File: src/rtl/booth_pkg.sv
// Shared types and defaults for the signed-BCD to two's-complement converter.
package booth_pkg;

    typedef enum logic [1:0] {
        IDLE    = 2'd0,
        ACUMULA = 2'd1,
        SIGNO   = 2'd2,
        LISTO   = 2'd3
    } estado_t;

    localparam int N_DIGITOS_DEF = 5;
    localparam int ANCHO_RES_DEF = 18;

    // Sign bit value meaning "non-negative"; 0 means negative.
    localparam logic SIGNO_NO_NEG = 1'b1;

endpackage

File: src/rtl/mult10_suma.sv
// Combinational acc*10 + digit step, truncated to ANCHO bits.
// Latency: none (pure combinational).
// Backpressure: none; the caller decides when to register the sum.
module mult10_suma #(
    parameter int ANCHO = 18
) (
    input  logic [ANCHO-1:0] acc,
    input  logic [3:0]       digito,
    output logic [ANCHO-1:0] suma
);

    // Shift-add times ten; wrap-around is intentional for widths that overflow.
    assign suma = (acc << 3) + (acc << 1) + {{(ANCHO-4){1'b0}}, digito};

endmodule

File: src/rtl/bcd_a_binario.sv
// Serial signed-BCD to two's-complement converter, most significant digit first.
// Latency: listo pulses N_DIGITOS+1 edges after the edge that samples inicio.
// Backpressure: none; inicio is ignored while busy or while listo is shown.
module bcd_a_binario
    import booth_pkg::*;
#(
    parameter int N_DIGITOS = N_DIGITOS_DEF,
    parameter int ANCHO_RES = ANCHO_RES_DEF
) (
    input  logic                   clk,
    input  logic                   rst_n,
    input  logic [4*N_DIGITOS:0]   codigo_BCD,
    input  logic                   inicio,
    output logic                   ocupado,
    output logic                   listo,
    output logic [ANCHO_RES-1:0]   resultado,
    output logic                   error
);

    localparam int IDX_W = (N_DIGITOS > 1) ? $clog2(N_DIGITOS) : 1;
    localparam logic [IDX_W-1:0] IDX_INI = IDX_W'(N_DIGITOS - 1);

    estado_t                estado, estado_sig;
    logic [4*N_DIGITOS:0]   captura;
    logic [ANCHO_RES-1:0]   acc;
    logic [ANCHO_RES-1:0]   acc_sig;
    logic [IDX_W-1:0]       idx;
    logic                   invalido;
    logic [3:0]             digito;
    logic                   carga, acumula, fija;

    assign digito = captura[{idx, 2'b00} +: 4];

    mult10_suma #(.ANCHO(ANCHO_RES)) u_mult10_suma (
        .acc    (acc),
        .digito (digito),
        .suma   (acc_sig)
    );

    always_ff @(posedge clk or negedge rst_n) begin
        if (!rst_n) begin
            estado <= IDLE;
        end else begin
            estado <= estado_sig;
        end
    end

    always_comb begin
        estado_sig = estado;
        carga      = 1'b0;
        acumula    = 1'b0;
        fija       = 1'b0;
        ocupado    = 1'b0;
        listo      = 1'b0;
        case (estado)
            IDLE: begin
                if (inicio) begin
                    carga      = 1'b1;
                    estado_sig = ACUMULA;
                end
            end
            ACUMULA: begin
                ocupado = 1'b1;
                acumula = 1'b1;
                if (idx == '0) begin
                    estado_sig = SIGNO;
                end
            end
            SIGNO: begin
                ocupado    = 1'b1;
                fija       = 1'b1;
                estado_sig = LISTO;
            end
            LISTO: begin
                listo      = 1'b1;
                estado_sig = IDLE;
            end
            default: estado_sig = IDLE;
        endcase
    end

    always_ff @(posedge clk or negedge rst_n) begin
        if (!rst_n) begin
            captura   <= '0;
            acc       <= '0;
            idx       <= '0;
            invalido  <= 1'b0;
            resultado <= '0;
            error     <= 1'b0;
        end else begin
            if (carga) begin
                captura  <= codigo_BCD;
                acc      <= '0;
                idx      <= IDX_INI;
                invalido <= 1'b0;
            end
            if (acumula) begin
                acc <= acc_sig;
                idx <= idx - 1'b1;
                // Bad digits still feed the accumulator; only the flag matters.
                if (digito > 4'd9) begin
                    invalido <= 1'b1;
                end
            end
            if (fija) begin
                if (invalido) begin
                    resultado <= '0;
                    error     <= 1'b1;
                end else begin
                    resultado <= (captura[4*N_DIGITOS] == SIGNO_NO_NEG) ? acc : -acc;
                    error     <= 1'b0;
                end
            end
        end
    end

endmodule

File: config.mk
export PLATFORM = sky130hd
export DESIGN_NAME = bcd_a_binario
export DESIGN_NICKNAME = d
export VERILOG_FILES = /design/src/rtl/booth_pkg.sv /design/src/rtl/mult10_suma.sv /design/src/rtl/bcd_a_binario.sv
export SDC_FILE = /design/constraint.sdc
export NUM_CORES = 1
export LEC_CHECK = 0
export ABC_AREA = 1
export CORE_AREA = 2 2 91 93
export CTS_CLUSTER_SIZE = 8
export DETAILED_ROUTE_END_ITERATION = 8
export DIE_AREA = 0 0 93 95
export PLACE_DENSITY = 0.76
export SLEW_MARGIN = 20
export SYNTH_ARGS = -nofsm -noshare
export SYNTH_HDL_FRONTEND = slang
export SYNTH_SLANG_ARGS = --single-unit
File: constraint.sdc
create_clock -name clk -period 7.67 [get_ports clk]
set_input_delay 1.1505 -clock clk [delete_from_list [all_inputs] [get_ports clk]]
set_output_delay 1.1505 -clock clk [all_outputs]
set_load 0.05 [all_outputs]
After elaboration in Yosys (flattened, before gate mapping)
Cells that the tools add are included.
{ "word_totals": {"register_bits": 64, "in_bits": 24, "output_inout_bits": 21, "wordCells": 42} }
{ "op_classes": {"n_addsub": 4, "n_lt_le_gt_ge": 1, "n_eq_ne": 5, "n_shift": 1, "mux": 19, "reduce_logical": 5} }
{ "ops": {"columns": ["op", "count"], "rows": [
  ["18-bit two-way mux", 4],
  ["21-bit by 6-bit variable part select with 4-bit output", 1],
  ["18-bit adder", 1],
  ["18-bit by 4-bit adder with 18-bit output", 1],
  ["18-bit negator", 1],
  ["1-bit two-way mux", 10],
  ["2-bit case mux with 4 select lines", 1],
  ["3-bit two-way mux", 2],
  ["2-bit == test (second input constant)", 2],
  ["4-bit > comparator (second input constant)", 1],
  ["2-bit two-way mux", 2],
  ["2-bit != test (second input constant)", 2],
  ["3-bit zero test", 1],
  ["3-bit by 1-bit subtractor with 3-bit output (second input constant)", 1],
  ["2-bit by 1-bit == test with 1-bit output (second input constant)", 1],
  ["2-bit zero test", 1],
  ["2-bit AND reduction", 1],
  ["2-bit nonzero test", 1],
  ["2-bit OR reduction", 1]
]} }

Longest topological paths before layout
Gate-level depths: netlist (run 1).
{ "depth": {"ltp_word": 5, "depth_mapped": 18, "ltp_nobuf": 18} }

Hierarchy
Synthesis (run 1) repeated with hierarchy kept, for this count alone.
{ "unflattened": {"cells_unflattened": 563, "hier_area_um2": 4331.7} }
{ "by_module_without_submodules": {"columns": ["mod", "n_inst", "cells_per_inst", "area_each_um2", "seq_area_each_um2"], "rows": [
  ["bcd_a_binario", 1, 361, 3148.0, 1601.5],
  ["mult10_suma", 1, 202, 1183.6, 0.0]
]} }

Least setup slack after synthesis (run 1)
No wires, ideal clock.
{ "synth_timing": {"kind": "register to register", "startpoint": "register idx[0]", "endpoint": "register acc[14]", "setup_ns": 0.118, "arrival_time_ns": 2.360, "required_time_ns": 7.552, "setup_slack_ns": 5.192, "stages_incl_launch_ff": 17, "path_buffers": 1, "synth_period_minus_slack_ns": 2.478, "cell_sequence": "dfrtp_1 buf_4 nand2_1 nand3_1 nand3_1 o21ai_0 inv_1 fa_1 fa_1 inv_1 nand3_1 nand3_1 nand3_1 nand3_1 nand2_1 nand3_1 nand2_1"} }
{ "synth_via": {"elab_chain_cells": 3} }
{ "synth_lines": {"columns": ["item", "line", "text"], "rows": [
  ["start: declaration", "bcd_a_binario.sv:27", "logic [IDX_W-1:0] idx;"],
  ["start signal: assignment", "bcd_a_binario.sv:99", "idx <= idx - 1'b1;"],
  ["21-bit by 6-bit variable part select with 4-bit output", "bcd_a_binario.sv:32", "assign digito = captura[{idx, 2'b00} +: 4];"],
  ["18-bit by 4-bit adder with 18-bit output", "mult10_suma.sv:13", "assign suma = (acc << 3) + (acc << 1) + {{(ANCHO-4){1'b0}}, digito};"],
  ["18-bit two-way mux", "bcd_a_binario.sv:97", "if (acumula) begin"],
  ["end signal: assignment", "bcd_a_binario.sv:98", "acc <= acc_sig;"],
  ["end: declaration", "bcd_a_binario.sv:25", "logic [ANCHO_RES-1:0] acc;"]
]} }
No other way between the ends.
A chain may end at the register's enable or synchronous reset.

Worst setup path in the final report (run 1)
{ "layout_timing": {"startpoint": "register estado[1]", "endpoint": "output port ocupado"} }
{ "layout_via": {"elab_chain_cells": 3, "word_cells_on_any_way": 4, "cone_classes": "eq/ne (2); mux (1); reduce/logical (1)"} }
{ "layout_lines": {"columns": ["item", "line", "text"], "rows": [
  ["start: declaration", "bcd_a_binario.sv:23", "estado_t estado, estado_sig;"],
  ["start signal: assignment", "bcd_a_binario.sv:44", "estado <= estado_sig;"],
  ["2-bit by 1-bit == test with 1-bit output or 2-bit == test (tied branches)", "bcd_a_binario.sv:55", "case (estado)"],
  ["2-bit OR reduction (no line) *", null, null],
  ["1-bit two-way mux *", "bcd_a_binario.sv:55", null],
  ["end: declaration", "bcd_a_binario.sv:14", "output logic ocupado,"]
]} }
Mark *: on every way between the ends. The rest lies on a longest branch, timed or not.

==> impl_results.md, run 1 <==
* Max Root-Sink Buffers at 2
* Reg area at 1602 um^2
* First-pass GRT wire length at 17400 um
* Fill cells at 751
* Die Span Y at 95 um
* Status: finished clean
* Boundary Pins at 45
* Final setup viols at 0
* WP data required at 6.52 ns
* Post-synth top flop: dfrtp_1
* Die X at 93 um
* Initial Util at 53.11%
* CP Max Fanout at 4
* H-tree level count at 3
* Clock Latency Late Sink at 0.34 ns
* DR pass1 iterations at 5
* CTS tree: built
* FP Rows at 33
* Sum Neg Setup Slack at 0 ns
* DP HPWL at 7594 um
* Critical Path Start Type: register
* Root buf cell: clkbuf_8
* Gr usage total at 25.08%
* Post-synthesis cell area at 4210 um^2
* FFs w/ async S/R, synth at 100.0%
* Total CTS buffers at 9
* Power per Cell Area at 475.5 nW/um^2
* DR vias at 3854
* Worst Tran Pin Value at 0.8189 ns
* Multi-input logic area at 2283 um^2
* Peak VDD IR at 0.1888 mV
* Period utilization at 40.09%
* Syn Area/Cell at 7.160 um^2
* Lkg Pwr at 2.619 nW
* Yosys reg bits at 64
* Synth Instances at 588
* GRT overflow at 0
* Sink Count at 64
* Worst Hold Class: reg -> reg
* Final Hold Vio Count at 0
* Buffer count from post-CTS setup fixing at 0
* # diodes at 0
* Dpl ws at 4.583 ns
* ANT nets after route at 0
* Hold_buf cts at 0
* Syn nets at 652
* Initial antenna violation count at 0
* Yosys Warn Count at 0
* Layout cells sized above 1 at 6.416%
* Max-slew violations at 0
* Final Critical Period at 3.075 ns
* Area growth, synth to finish at 17.18%
* Drt drc at 0
* Setup ws final at 4.595 ns
* Worst Skew at 0.006380 ns
* Max cap viols at 0
* Port Buffers at 44
* Count of cell types in the netlist at 28
* Post-synth EDFFs at 0
* Seq/Total Area, Yosys at 38.04%
* Critical path type: reg -> out
* GP Congestion at 0.8638
* Cts repair resizes at 0
* Fmax achieved at 0.3252 GHz
* Worst hold slack at 0.4796 ns
* Largest net degree at the start of global routing at 65
* Worst EP arrival at 1.92 ns
* Unrepaired setup endpoints after global routing: false
* Final net count at 698
* Core footprint at 7928 um^2
* Average wire per standard cell at 13.57 um
* Starting DRT DRC Count at 221
* DRT Wirelength at 10100 um
* Worst setup EP type: output pin
* Die ar. at 8835 um^2
* Clock-pin slew on the worst setup and hold paths at 0.07 ns
* Slew HR at 45.41%
* DR vias/cell at 5.180
* Vias in the first global route at 3850
* Final Core Density at 62.23%
synth_stat cells (4+ instances only):
cell type	count	area [um^2]
a21oi_1	24	120.1
buf_2	5	25.02
dfrtp_1	64	1602
ha_1	38	475.5
inv_1	61	229.0
inv_2	12	45.04
nand2_1	221	829.6
nand3_1	40	200.2
nor2_1	33	123.9
nor2_2	5	31.28
nor3_1	5	25.02
o21ai_0	33	165.2
o21ai_1	14	70.07
o22ai_1	4	25.02
xor2_1	4	35.03
per-layer routing:
metal / global-route usage [%] / part of all wire (%) / vias to the layer above
li1: - / - / 1976
met1: 28.14 / 41 / 1775
met2: 47.46 / 54 / 82
met3: 5.427 / 3.5 / 21
met4: 7.598 / 1.7 / 0
met5: 0 / 0 / -
worst max-delay path: stages, from the launching register on:
cell             delay, ns
dfrtp_1               0.38
inv_1                 0.10
ha_1                  0.30
clkdlybuf4s50_1       0.80
stage by stage:
| stage | area (um^2) | power, mW | cells |
|---|---|---|---|
| 2_1_floorplan | 4210 | 1.673 | 588 |
| 3_3_place_gp | 4733 | 1.997 | 728 |
| 3_5_place_dp | 4733 | 2.046 | 728 |
| 4_1_cts | 4933 | 2.350 | 744 |
| 5_1_grt | 4933 | 2.583 | 744 |
| 6_report | 4933 | 2.346 | 744 |
power by group:
group	internal, mW	switching [mW]	total [mW]
Combinational	0.480	0.923	1.40
Sequential	0.494	0.154	0.648
Clock	0.168	0.127	0.295
flip-flops by register name, indices dropped and copies added, names as in the netlist:
signal and cells:
resultado 18, error 1, idx 3, invalido 1
estado 2, captura 21, acc 18
cell type report:
type                            count  share of cell area (%)
Tap cell                          105                   2.663
Sequential cell                    64                   32.46
Multi-Input combinational cell    441                   46.28
Timing Repair Buffer               45                   8.978
Inverter                           73                   5.554
Clock inverter                      2                  0.7608
Clock buffer                       14                   3.297
kinds of logic (layout without fill, tap and decap cells):
logic type	Yosys count	after routing	synth area share (%)
and+or+nand+nor	318	318	31.29
xor gates and xnor gates	4	4	0.8320
adders and majority gates	40	40	12.24
buffers and inverters	83	134	7.726
AOI/OAI and AO/OA	79	79	9.867
DFF	64	64	38.04
cell usage in the layout, fill, tap and decap left out, drive strengths merged, types with 2 or more instances in the layout:
cell type	instances
nand2	224
inv	73
dfrtp	64
o21ai	48
clkdlybuf4s50	43
nand3	43
nor2	39
ha	38
a21oi	24
clkbuf	14
nor3	5
xor2	4
o22ai	4
nand3b	3
nand4	3
fa	2
buf	2
path summary, 6_finish.rpt:
check,to,slack [ns],from,depth (start not counted)
min in group asynchronous,acc[13],0.98,rst_n,2
worst min register to register,captura[11],0.48,captura[11],2
max in group asynchronous,resultado[7],6.15,rst_n,2
worst min-delay path,captura[11],0.48,captura[11],2
worst max-delay path,ocupado,4.59,estado[1],3
worst max register to register,acc[14],4.68,idx[0],14
Note: power is estimated with default switching activity, not from simulation.
==> inputs of run 2 (changes only) <==
==> constraint.sdc (replaced) <==
create_clock -name clk -period 2.9 [get_ports clk]
set_input_delay 0.435 -clock clk [delete_from_list [all_inputs] [get_ports clk]]
set_output_delay 0.435 -clock clk [all_outputs]
set_load 0.05 [all_outputs]
==> impl_results.md, run 2 (synthesis gave the netlist of run 1 again) <==
* GP Congestion at 0.9649
* Worst hold slack at 0.09133 ns
* Buffer count from post-CTS setup fixing at 0
* Reg2reg path depth at 17
* Worst Skew at 0.008945 ns
* Average wire per standard cell at 13.79 um
* Final net count at 703
* Most common cell after layout, fill and taps aside: nand2_1
* Worst Hold Class: in -> async
* Die X at 93 um
* Slew HR at 57.33%
* Root buf cell: clkbuf_8
* Area growth, synth to finish at 18.81%
* DP HPWL at 7678 um
* Setup ws final at 0.1941 ns
* # diodes at 0
* Core footprint at 7928 um^2
* Clock-pin slew on the worst setup and hold paths at 0.08 ns
* Starting DRT DRC Count at 165
* Largest Register: captura
* Max reg flops at 21
* Max-slew violations at 0
* Worst setup EP type: register
* Final Hold Vio Count at 0
* Final Critical Period at 2.706 ns
* Lkg Pwr at 2.661 nW
* H-tree level count at 3
* Hold_buf cts at 0
* WP data required at 3.15 ns
* Clock Latency Late Sink at 0.36 ns
* Initial antenna violation count at 0
* DR pass1 iterations at 6
* Power per Cell Area at 1277 nW/um^2
* Layout cells sized above 1 at 7.764%
* GRT overflow at 0
* Drt drc at 0
* Worst Tran Pin Value at 0.6401 ns
* FP Rows at 33
* Worst r2r dst: acc[14]
* Worst EP arrival at 2.95 ns
* Biggest regs: captura x21, acc x18, resultado x18
* ANT nets after route at 0
* Dpl ws at 0.1571 ns
* Most frequent cells in the layout: 221 x nand2_1, 63 x dfrtp_1, 61 x inv_1
* Critical path's most frequent cell: nand3_1
* Largest net degree at the start of global routing at 29
* Sum Neg Setup Slack at 0 ns
* Critical Path Start Type: register
* Boundary Pins at 45
* CTS tree: built
* Max Root-Sink Buffers at 2
* Critical Path, Cell by Cell: buf_4 > nand2_1 > nand3_1 > nand3_1 > o21ai_1 > ha_1 > ha_1 > inv_1 > fa_1 > inv_1 > nand3_1 > nand3_1 > nand3_1 > nand3_1 > nand2_1 > nand3_1 > nand2_1
* Total CTS buffers at 9
* Final setup viols at 0
* DRT Wirelength at 10330 um
* Total power at 6.388 mW
* Die ar. at 8835 um^2
* First-pass GRT wire length at 17350 um
* CP Max Fanout at 8
* Port Buffers at 44
* Fmax achieved at 0.3696 GHz
* Vias in the first global route at 3787
* R2R Setup Slk at 0.19 ns
* DR vias/cell at 5.336
* Gr usage total at 25.02%
* DR vias at 3997
* Slowest CP cell: dfrtp_2
* Peak VDD IR at 0.4512 mV
* Initial Util at 53.11%
* Die Span Y at 95 um
* Sink Count at 64
* Fill cells at 739
* Critical path type: reg -> reg
* Worst path max stage delay at 0.47 ns
* RR Startpoint: idx[0]
* Max cap viols at 0
* Period utilization at 93.31%
* Cts repair resizes at 0
* Status: finished clean
## run 2: changes by cell type in the layout (fill, tap and decap cells not counted), moves of 2 or more
cell and change:
buf_4 +5, o21ai_1 +2, inv_6 +2, clkbuf_8 -2
clkbuf_1 -3, o21ai_0 -2, clkinv_4 +3
## run 2: stage by stage
stage	utilization (%)	cell area, um^2	instances
after global routing	63.10	5002	749
after detailed placement	60.18	4771	733
final	63.10	5002	749
after global placement	60.18	4771	733
after CTS	63.05	4999	749
after floorplan	-	4210	588
## run 2: how the worst max path moves through the flow
stage	slack (ns)	end	start	cells after the start
finish	0.19	acc[14]	idx[0]	17
global route	-0.003	acc[14]	idx[0]	16
CTS	0.11	acc[14]	idx[0]	14
detailed placement	0.16	acc[14]	idx[0]	14
global placement	0.23	acc[14]	idx[0]	14
floorplan	0.42	acc[14]	idx[0]	16
## run 2: power by group
group | leakage, nW | internal (mW) | switching, mW | total (mW)
sequential | 0.802 | 1.31 | 0.390 | 1.70
clock | 0.114 | 0.494 | 0.406 | 0.900
combinational | 1.74 | 1.31 | 2.48 | 3.79
total | 2.66 | 3.11 | 3.28 | 6.39
## run 2: metal layers
layer	vias up	part of all wire (%)	GRT usage [%]
met2	103	50	44.93
met5	-	0	0
met1	1878	43	30.05
met3	24	3.7	3.033
li1	1992	-	-
met4	0	2.6	11.40
## run 2: worst max-delay path, delay by kind of cell, from the launching register on
kind            cells  cell delay, ns
buf+inv             3            0.33
fa+ha+maj           3            0.88
simple gates       10            0.81
compound gates      1            0.11
flops               1            0.47
## run 2: area by class of cell
cell class	count	area, um^2	share of cell area [%]
Multi-Input combinational cell	441	2283	45.65
Sequential cell	64	1603	32.04
Timing Repair Buffer	50	480.5	9.605
Inverter	73	276.5	5.528
Tap cell	105	131.4	2.626
Clock buffer	9	123.9	2.476
Clock inverter	7	103.9	2.076
==> inputs of run 3 (changes only) <==
--- a/config.mk
+++ b/config.mk
@@ -6,12 +6,13 @@
 export NUM_CORES = 1
 export LEC_CHECK = 0
 export ABC_AREA = 1
-export CORE_AREA = 2 2 91 93
+export CORE_AREA = 2 2 92 94
 export CTS_CLUSTER_SIZE = 8
 export DETAILED_ROUTE_END_ITERATION = 8
-export DIE_AREA = 0 0 93 95
-export PLACE_DENSITY = 0.76
+export DIE_AREA = 0 0 94 96
+export PLACE_DENSITY = 0.77
 export SLEW_MARGIN = 20
 export SYNTH_ARGS = -nofsm -noshare
 export SYNTH_HDL_FRONTEND = slang
+export SYNTH_HIERARCHICAL = 1
 export SYNTH_SLANG_ARGS = --single-unit
==> impl_results.md, run 3 <==
* Slew HR at 62.48%
* Post-Place Cell Area at 4858 um^2
* Yosys Warn Count at 6
* Syn nets at 627
* Syn Area/Cell at 7.694 um^2
* Worst hold slack at 0.03847 ns
* Biggest regs: captura x21, acc x18, resultado x18
* CTS tree: built
* Max cap viols at 0
* Worst EP arrival at 2.96 ns
* Starting DRT DRC Count at 229
* Worst Tran Pin Value at 0.5607 ns
* Most common cell after layout, fill and taps aside: nand2_1
* Max-slew violations at 0
* Power per Cell Area at 1268 nW/um^2
* # placed instances at 704
* Largest Register: captura
* Period utilization at 94.54%
* Most common cell in the netlist: nand2_1
* Status: finished clean
* DR vias at 3858
* Vias in the first global route at 3681
* Clock Latency Late Sink at 0.34 ns
* Peak VDD IR at 0.5513 mV
* Post-synth top flop: dfrtp_1
* Worst Hold Class: in -> async
* GP Congestion at 0.9342
* Root buf cell: clkbuf_8
* DR vias/cell at 5.329
* Core footprint at 8051 um^2
* Seq/Total Area, Yosys at 36.97%
* DP HPWL at 7711 um
* FFs w/ async S/R, synth at 100.0%
* Final Critical Period at 2.742 ns
* FP Rows at 33
* Count of cell types in the netlist at 31
* Synth Instances at 563
* Reg2reg path depth at 19
* Average wire per standard cell at 14.31 um
* Die X at 94 um
* Yosys reg bits at 64
* Fmax achieved at 0.3647 GHz
* Initial Util at 53.80%
* ANT nets after route at 0
* DR pass1 iterations at 5
* Worst setup EP type: register
* Layout cells sized above 1 at 14.70%
* Final Core Density at 63.53%
* Area growth, synth to finish at 18.08%
* Gr usage total at 24.03%
* Max Root-Sink Buffers at 2
* Largest net degree at the start of global routing at 27
* Die Span Y at 96 um
* Post-synth top cells: 176 x nand2_1, 67 x inv_1, 64 x dfrtp_1, 42 x nand3_1, 38 x ha_1
* Initial antenna violation count at 0
* Post-synth EDFFs at 0
* Area contributors post-synth: dfrtp_1 37%, nand2_1 15%, ha_1 11%
* First-pass GRT wire length at 16860 um
* WP data required at 3.12 ns
* Clock-pin slew on the worst setup and hold paths at 0.08 ns
* Top cell type's share of synthesized area at 36.97%
* Non-Filler Instances at 724
* Final Hold Vio Count at 0
* Area leader, netlist: dfrtp_1
* Sink Count at 64
* DRT Wirelength at 10360 um
* Most frequent cells in the layout: 173 x nand2_1, 66 x inv_1, 63 x dfrtp_1
* Lkg Pwr at 2.631 nW
* Boundary Pins at 45
* Post-synthesis cell area at 4332 um^2
* Final net count at 678
* Worst Skew at 0.01207 ns
* H-tree level count at 3
* Critical Path Start Type: register
* Max reg flops at 21
* CP Max Fanout at 5
* Critical path type: reg -> reg
* Drt drc at 0
* GRT overflow at 0
* Total CTS buffers at 9
* Final setup viols at 0
* # diodes at 0
* Port Buffers at 44
* Post-route cell area at 5115 um^2
* Die ar. at 9024 um^2
## run 3: worst max-delay path, stage by stage (launching register included)
cell and delay, ns:
dfrtp_1 0.43, inv_2 0.11, nand2_1 0.08, nor2_2 0.16, nand2_1 0.07, nand2_1 0.09
inv_1 0.06, fa_1 0.55, inv_1 0.06, ha_1 0.30, nand3_2 0.08, nand3_2 0.08
nand2_2 0.10, nand2_4 0.07, nand2_2 0.07, nand2_1 0.05, nand2_1 0.06, nand2_1 0.07
nand2_1 0.07, o21ai_1 0.07
## run 3: power breakdown
part	switching [mW]	leakage [nW]	internal [mW]	total, mW
registers	0.393	0.794	1.31	1.70
clock network	0.352	0.0928	0.423	0.774
logic	2.56	1.74	1.45	4.01
total	3.30	2.63	3.18	6.49
## run 3: kinds of logic (layout without fill, tap and decap cells)
group | after synthesis | count (layout) | share of synthesized area, %
AND/OR/NAND/NOR | 278 | 278 | 27.96
buffers and inverters | 88 | 144 | 8.290
AO/OA/AOI/OAI | 64 | 64 | 7.857
flip-flops | 64 | 64 | 36.97
adder cells (fa/ha/maj) | 40 | 40 | 11.90
multiplexers | 20 | 20 | 5.199
XOR/XNOR | 9 | 9 | 1.820
## run 3: what timing repair did
item / in CTS / in global routing
hold buffers: 0 / 0
setup buffers: 0 / 4
resized for setup: 0 / 11
endpoints found under the setup margin: 0 / 8
## run 3: routing by layer
layer,global-route usage [%],part of all wire (%),vias up
li1,-,-,1893
met1,28.52,41,1822
met2,44.40,52,125
met3,4.777,5.2,18
met4,6.401,1.5,0
met5,0,0,-
## run 3: path summary, 6_finish.rpt
kind,startpoint,end,slack (ns)
max,idx[1],acc[17],0.16
min,rst_n,acc[13],0.04
max reg2reg,idx[1],acc[17],0.16
min reg2reg,resultado[11],resultado[11],0.48
max in group asynchronous,rst_n,idx[0],2.14
min in group clk,resultado[11],resultado[11],0.48
## run 3: final cells by class
cell class	count	area, um^2
clock buffers	12	145.1
clock inverters	4	53.80
fillers	697	2937
inverters	75	284.0
multi-input cells	411	2391
flip-flops and latches	64	1603
well taps	105	131.4
repair buffers	53	506.7
## run 3: stage by stage
step	power [mW]	setup TNS [ns]	worst slack, ns
6_report	6.486	0	0.1583
5_1_grt	7.015	-0.00007527	-0.00007527
4_1_cts	6.387	0	0.1198
3_5_place_dp	5.582	0	0.1512
3_3_place_gp	5.463	0	0.2150
2_1_floorplan	4.591	0	0.4010
